File: config.mk
export PLATFORM = sky130hd
export DESIGN_NAME = simon_iter_core
export DESIGN_NICKNAME = d
export VERILOG_FILES = /design/src/rtl/simon_iter_core.sv
export SDC_FILE = /design/constraint.sdc
export NUM_CORES = 1
export LEC_CHECK = 0
export BUFFER_PORTS_ARGS = -buffer_cell sky130_fd_sc_hd__buf_2
export CELL_PAD_IN_SITES_DETAIL_PLACEMENT = 0
export CELL_PAD_IN_SITES_GLOBAL_PLACEMENT = 1
export CORE_UTILIZATION = 30
export DETAILED_ROUTE_END_ITERATION = 8
export GPL_TIMING_DRIVEN = 0
export PLACE_DENSITY = 0.48
export SLEW_MARGIN = 20
export SYNTH_ARGS = -nofsm -noshare
export SYNTH_HDL_FRONTEND = slang
export SYNTH_SLANG_ARGS = --single-unit
File: constraint.sdc
create_clock -name clk -period 7.3 [get_ports clk]
set_input_delay 0.365 -clock clk [delete_from_list [all_inputs] [get_ports clk]]
set_output_delay 0.365 -clock clk [all_outputs]
set_load 0.02 [all_outputs]
File: src/rtl/simon_iter_core.sv
// rtl/simon_iter_core.sv - iterative SIMON encrypt/decrypt engine with on-chip key expansion
module simon_iter_core #(
    parameter int          N = 16,
    parameter int          M = 4,
    parameter int          T = 32,
    // Element i of the z sequence lives in bit i (default z0).
    parameter logic [61:0] Z = 62'b01_1001110000_1101010010_0010111110_1100111000_0110101001_0001011111
) (
    input  logic             clk,
    input  logic             reset,
    input  logic             key_load,
    input  logic [M*N-1:0]   key,
    output logic             key_rdy,
    input  logic             in_valid,
    output logic             in_ready,
    input  logic             mode,
    input  logic [2*N-1:0]   din,
    output logic             out_valid,
    input  logic             out_ready,
    output logic [2*N-1:0]   dout
);

    localparam int IW = (T > 1) ? $clog2(T) : 1;

    typedef enum logic [2:0] {
        S_IDLE,
        S_EXPAND,
        S_READY,
        S_RUN,
        S_DONE
    } state_t;

    state_t          state;
    state_t          state_next;

    logic [N-1:0]    rk [T];
    logic [IW-1:0]   idx;
    logic [5:0]      zidx;
    logic [IW-1:0]   rnd;
    logic            mode_q;
    logic [2*N-1:0]  blk;

    logic            load;
    logic            accept;
    logic            round_last;
    logic [N-1:0]    rk_new;
    logic [N-1:0]    rk_cur;
    logic [2*N-1:0]  blk_next;

    function automatic logic [N-1:0] rol(input logic [N-1:0] x, input int k);
        return (x << k) | (x >> (N - k));
    endfunction

    function automatic logic [N-1:0] ror(input logic [N-1:0] x, input int k);
        return (x >> k) | (x << (N - k));
    endfunction

    function automatic logic [N-1:0] f(input logic [N-1:0] x);
        return (rol(x, 1) & rol(x, 8)) ^ rol(x, 2);
    endfunction

    // A new key is only taken when no block is in flight; key_load beats a same-cycle in_valid.
    assign load   = key_load && (state == S_IDLE || state == S_READY);
    assign accept = (state == S_READY) && in_valid && !key_load;

    // Terminal count of the round counter: top for encrypt, zero for decrypt.
    assign round_last = mode_q ? (rnd == '0) : (rnd == IW'(T - 1));

    // Next round key from the words already in the bank.
    always_comb begin
        logic [N-1:0] t;
        t = ror(rk[idx - IW'(1)], 3);
        if (M == 4) begin
            t = t ^ rk[idx - IW'(3)];
        end
        t      = t ^ ror(t, 1);
        rk_new = ~rk[idx - IW'(M)] ^ t ^ N'(Z[zidx]) ^ N'(3);
    end

    // One encrypt or inverse round on the working block.
    always_comb begin
        logic [N-1:0] x1;
        logic [N-1:0] x0;
        x1     = blk[2*N-1:N];
        x0     = blk[N-1:0];
        rk_cur = rk[rnd];
        if (!mode_q) begin
            blk_next = {x0 ^ f(x1) ^ rk_cur, x1};
        end else begin
            blk_next = {x0, x1 ^ f(x0) ^ rk_cur};
        end
    end

    // State register.
    always_ff @(posedge clk or posedge reset) begin
        if (reset) begin
            state <= S_IDLE;
        end else begin
            state <= state_next;
        end
    end

    // Next-state and handshake outputs.
    always_comb begin
        state_next = state;
        key_rdy    = 1'b0;
        in_ready   = 1'b0;
        out_valid  = 1'b0;
        case (state)
            S_IDLE: begin
                if (key_load) state_next = S_EXPAND;
            end
            S_EXPAND: begin
                if (idx == IW'(T - 1)) state_next = S_READY;
            end
            S_READY: begin
                key_rdy  = 1'b1;
                in_ready = 1'b1;
                if (key_load)      state_next = S_EXPAND;
                else if (in_valid) state_next = S_RUN;
            end
            S_RUN: begin
                key_rdy = 1'b1;
                if (round_last) state_next = S_DONE;
            end
            S_DONE: begin
                key_rdy   = 1'b1;
                out_valid = 1'b1;
                if (out_ready) state_next = S_READY;
            end
            default: state_next = S_IDLE;
        endcase
    end

    // Round-key bank: master words on load, one expanded word per EXPAND cycle.
    always_ff @(posedge clk) begin
        if (load) begin
            for (int j = 0; j < M; j++) begin
                rk[j] <= key[j*N +: N];
            end
        end else if (state == S_EXPAND) begin
            rk[idx] <= rk_new;
        end
    end

    // Expansion index, z-sequence pointer, round counter and block datapath.
    always_ff @(posedge clk or posedge reset) begin
        if (reset) begin
            idx    <= '0;
            zidx   <= '0;
            rnd    <= '0;
            mode_q <= 1'b0;
            blk    <= '0;
            dout   <= '0;
        end else begin
            if (load) begin
                idx  <= IW'(M);
                zidx <= '0;
            end else if (state == S_EXPAND) begin
                if (idx != IW'(T - 1)) idx <= idx + IW'(1);
                zidx <= (zidx == 6'd61) ? 6'd0 : zidx + 6'd1;
            end

            if (accept) begin
                blk    <= din;
                mode_q <= mode;
                rnd    <= mode ? IW'(T - 1) : '0;
            end else if (state == S_RUN) begin
                blk <= blk_next;
                if (round_last) begin
                    dout <= blk_next;
                end else if (mode_q) begin
                    rnd <= rnd - IW'(1);
                end else begin
                    rnd <= rnd + IW'(1);
                end
            end
        end
    end

endmodule

==> flow_metrics.py <==
metrics = {
    "die": {
        "die_w_um": 358,
        "io_pins": 137,
        "core_area_mm2": 0.126,
        "start_util_pct": 30.3,
        "dieHeight_um": 358,
        "design.die.area_mm2": 0.128,
        "std_cell_rows": 130,
    },
    "route": {
        "drt_iter0_drc": 4928,
        "vias_per_cell": 6.64,
        "routedWlPerCell_um": 46.9,
        "final_antenna_net_count": 0,
        "drcViolationCount": 0,
        "drtPass1Iterations": 6,
        "drt_wl_total_um": 222000,
        "num_vias": 31300,
    },
    "yosys": {
        "post-synth-top-area-cell": "edfxtp_1",
        "syn_area_per_cell_um2": 14.4,
        "synthTopCellsByArea": "edfxtp_1 (40%), mux4_2 (27%), dfrtp_1 (5.5%)",
        "synth_cell_types": 73,
        "async_reset_ff_share_pct": 14.1,
        "synth_cells": 2645,
        "synth_area_mm2": 0.0380,
        "synth_top_area_share_pct": 40.5,
        "synth-main-ff-cell": "edfxtp_1",
        "ys.warnings.count": 0,
        "synth_edf_count": 512,
        "yosysSeqAreaShare_pct": 46.0,
        "syn_nets": 2765,
        "ys_ff_latch": 596,
    },
    "clocking": {
        "cts_buffer_depth": 3,
        "cts_max_level": 3,
        "clock_latency_ps": 740,
        "path_clk_slew_ps": 60,
        "cts_tree": "done",
        "cts_root_buf": "clkbuf_16",
        "cts_sinks": 596,
        "numCtsBuffers": 78,
    },
    "critical_path": {
        "worst_setup_path_start_kind": "flop",
        "required_ps": 7590,
        "end_kind": "flop",
        "worstPathArrival_ps": 7700,
        "cp_max_fo": 28,
        "crit_type": "flop to flop",
    },
    "sta": {
        "slew_headroom_pct": 12.7,
        "finalHoldViolCount": 0,
        "fin_worst_skew_ps": 52.1,
        "setup_viol": 56,
        "min_period_ps": 7410,
        "drv_slew": 0,
        "fmax_mhz": 135,
        "fin_ws_ps": -109,
        "post-route-period-util_pct": 101,
        "rsz0062_at_grt": "no",
        "worstMarginPinSlew_ps": 1310,
    },
    "global_routing": {
        "grt_max_degree": 51,
        "grt_usage_pct": 34.3,
        "antenna_found_initial": 14,
        "grt_pass1_wl_um": 285000,
        "overflow": 0,
        "grt_pass1_vias": 29800,
    },
    "placement": {
        "portBuffers": 136,
        "dp.cells": 4476,
        "gp_congestion": 1.02,
        "hpwl_um": 161000,
    },
    "min_path": {
        "hold_path.class": "input port to flop",
    },
    "layout": {
        "drive_gt1_share_pct": 32.8,
        "num-fill-cells": 12100,
        "nNetsFinal": 3123,
        "multiInputGateArea_mm2": 0.0198,
        "register_area_mm2": 0.0175,
        "fin_cells": 4721,
        "layout-area-overhead-vs-synth_pct": 20.6,
    },
    "status": {
        "violations": "setup timing",
        "status": "complete, but fails checks",
    },
    "job": {
        "maxCapViolations": 0,
    },
}
==> routing by layer <==
layer  vias up  global-route usage (%)  share of wire, %
li1      11600                       -                 -
met1     16700                    43.3                38
met2      2425                    50.1                43
met3       620                    10.8                11
met4        10                    23.3               7.9
met5         -                       0             0.025
==> sequential cells by signal, indices dropped and copies added (netlist names) <==
register and flops:
rk 512, blk 32, dout 32, zidx 6
idx 5, rnd 5, state 3, mode_q 1
==> layout make-up <==
| cell class | count | area share (%) |
|---|---|---|
| repair buffers | 280 | 5.76 |
| inverters | 23 | 0.216 |
| diodes | 7 | 0.0383 |
| flip-flops and latches | 596 | 38.2 |
| plain buffers | 209 | 2.31 |
| clock inverters | 48 | 1.31 |
| clock buffers | 93 | 4.54 |
| multi-input cells | 1815 | 43.1 |
| well taps | 1650 | 4.51 |
==> cell usage after synthesis (25+ instances only) <==
library cell / instances
xor2_1: 44
mux2_2: 43
buf_4: 27
nand3_1: 105
a22oi_1: 36
dfrtp_1: 84
mux4_2: 449
o22ai_1: 25
buf_2: 70
nor3b_1: 32
nand2_1: 285
xnor2_1: 50
o221ai_1: 48
edfxtp_1: 512
a21oi_1: 59
clkbuf_1: 96
mux2i_1: 202
o21ai_0: 122
nor2_1: 98
==> kinds of logic (layout without fill, tap and decap cells) <==
| group | Yosys count | after routing | synth area share, % |
|---|---|---|---|
| mux | 695 | 695 | 33.3 |
| compound gates | 396 | 396 | 7.00 |
| xor+xnor | 112 | 112 | 3.21 |
| buf+inv | 234 | 653 | 2.86 |
| other cells | 0 | 7 | 0 |
| fa+ha+maj | 18 | 18 | 0.613 |
| simple gates | 594 | 594 | 7.02 |
| flops | 596 | 596 | 46.0 |
==> cells in the final DEF (no fill, tap or decap), types with 9 or more instances in the layout <==
master	Yosys	final
a2111o_1	13	13
a211o_1	14	14
a21oi_1	59	59
a22oi_1	36	36
a32oi_1	12	12
and3_1	10	10
buf_16	0	27
buf_2	70	207
buf_4	27	39
bufinv_16	0	13
clkbuf_1	96	70
clkbuf_16	0	79
clkbuf_2	0	33
clkinv_1	3	16
clkinv_2	0	11
dfrtp_1	84	84
dlygate4sd3_1	0	99
edfxtp_1	512	512
ha_1	17	17
inv_1	19	16
mux2_2	43	43
mux2i_1	202	202
mux4_2	449	449
nand2_1	285	284
nand2b_1	9	9
nand3_1	105	105
nand4_1	11	11
nor2_1	98	59
nor2_2	1	12
nor2_4	0	28
nor3_1	11	10
nor3b_1	32	32
o21ai_0	122	121
o21ai_1	11	12
o221ai_1	48	48
o22ai_1	25	24
xnor2_1	50	47
xor2_1	44	42
==> worst max-delay path, cell delays in order (launching register included) <==
cell	delay [ps]
dfrtp_1	400
buf_2	620
clkbuf_4	650
inv_1	180
ha_1	400
xnor2_4	640
buf_2	590
buf_4	510
mux4_2	410
a22oi_1	430
nand3_1	370
xnor2_1	540
xnor3_1	620
clkinvlp_4	560
==> repair_timing <==
| item | in CTS | in global routing |
|---|---|---|
| endpoints found under the setup margin | 512 | 100 |
| setup buffers | 0 | 0 |
| cloned | 0 | 0 |
| hold buffers | 99 | 0 |
| gates resized for setup | 16 | 4 |
| endpoints found under the hold margin | 137 | 0 |
==> metrics by stage <==
stage / setup WS [ps] / cell area, um2 / util, % / TNS (ps) / hold WS (ps)
after floorplan: 2010 / 38000 / - / 0 / 475
after global placement: -3490 / 40700 / 32.4 / -1036690 / 468
after detailed placement: -2080 / 42000 / 33.5 / -818070 / 433
after CTS: 64.0 / 45800 / 36.4 / 0 / 11.4
after global routing: 30.7 / 45800 / 36.5 / 0 / 32.6
final: -109 / 45800 / 36.5 / -4050 / 32.6
==> path summary, 6_finish.rpt <==
| check | startpoint | end | slack [ps] | cells after the start |
|---|---|---|---|---|
| worst max-delay path | idx[1]$_DFFE_PP0P_ | rk[29][15]$_DFFE_PP_ | -110 | 13 |
| worst min-delay path | key_load | state[0]$_DFFE_PP0P_ | 30 | 3 |
| worst max register to register | idx[1]$_DFFE_PP0P_ | rk[29][15]$_DFFE_PP_ | -110 | 13 |
| worst min register to register | dout[20]$_DFFE_PP0P_ | dout[20]$_DFFE_PP0P_ | 480 | 2 |
| max in group asynchronous | reset | idx[4]$_DFFE_PP0P_ | 6410 | 4 |
| min in group asynchronous | reset | dout[13]$_DFFE_PP0P_ | 250 | 3 |
Power is left out: the tool's default activity adds up to more than one toggle a clock period on the data nets, which glitch-free logic cannot reach.
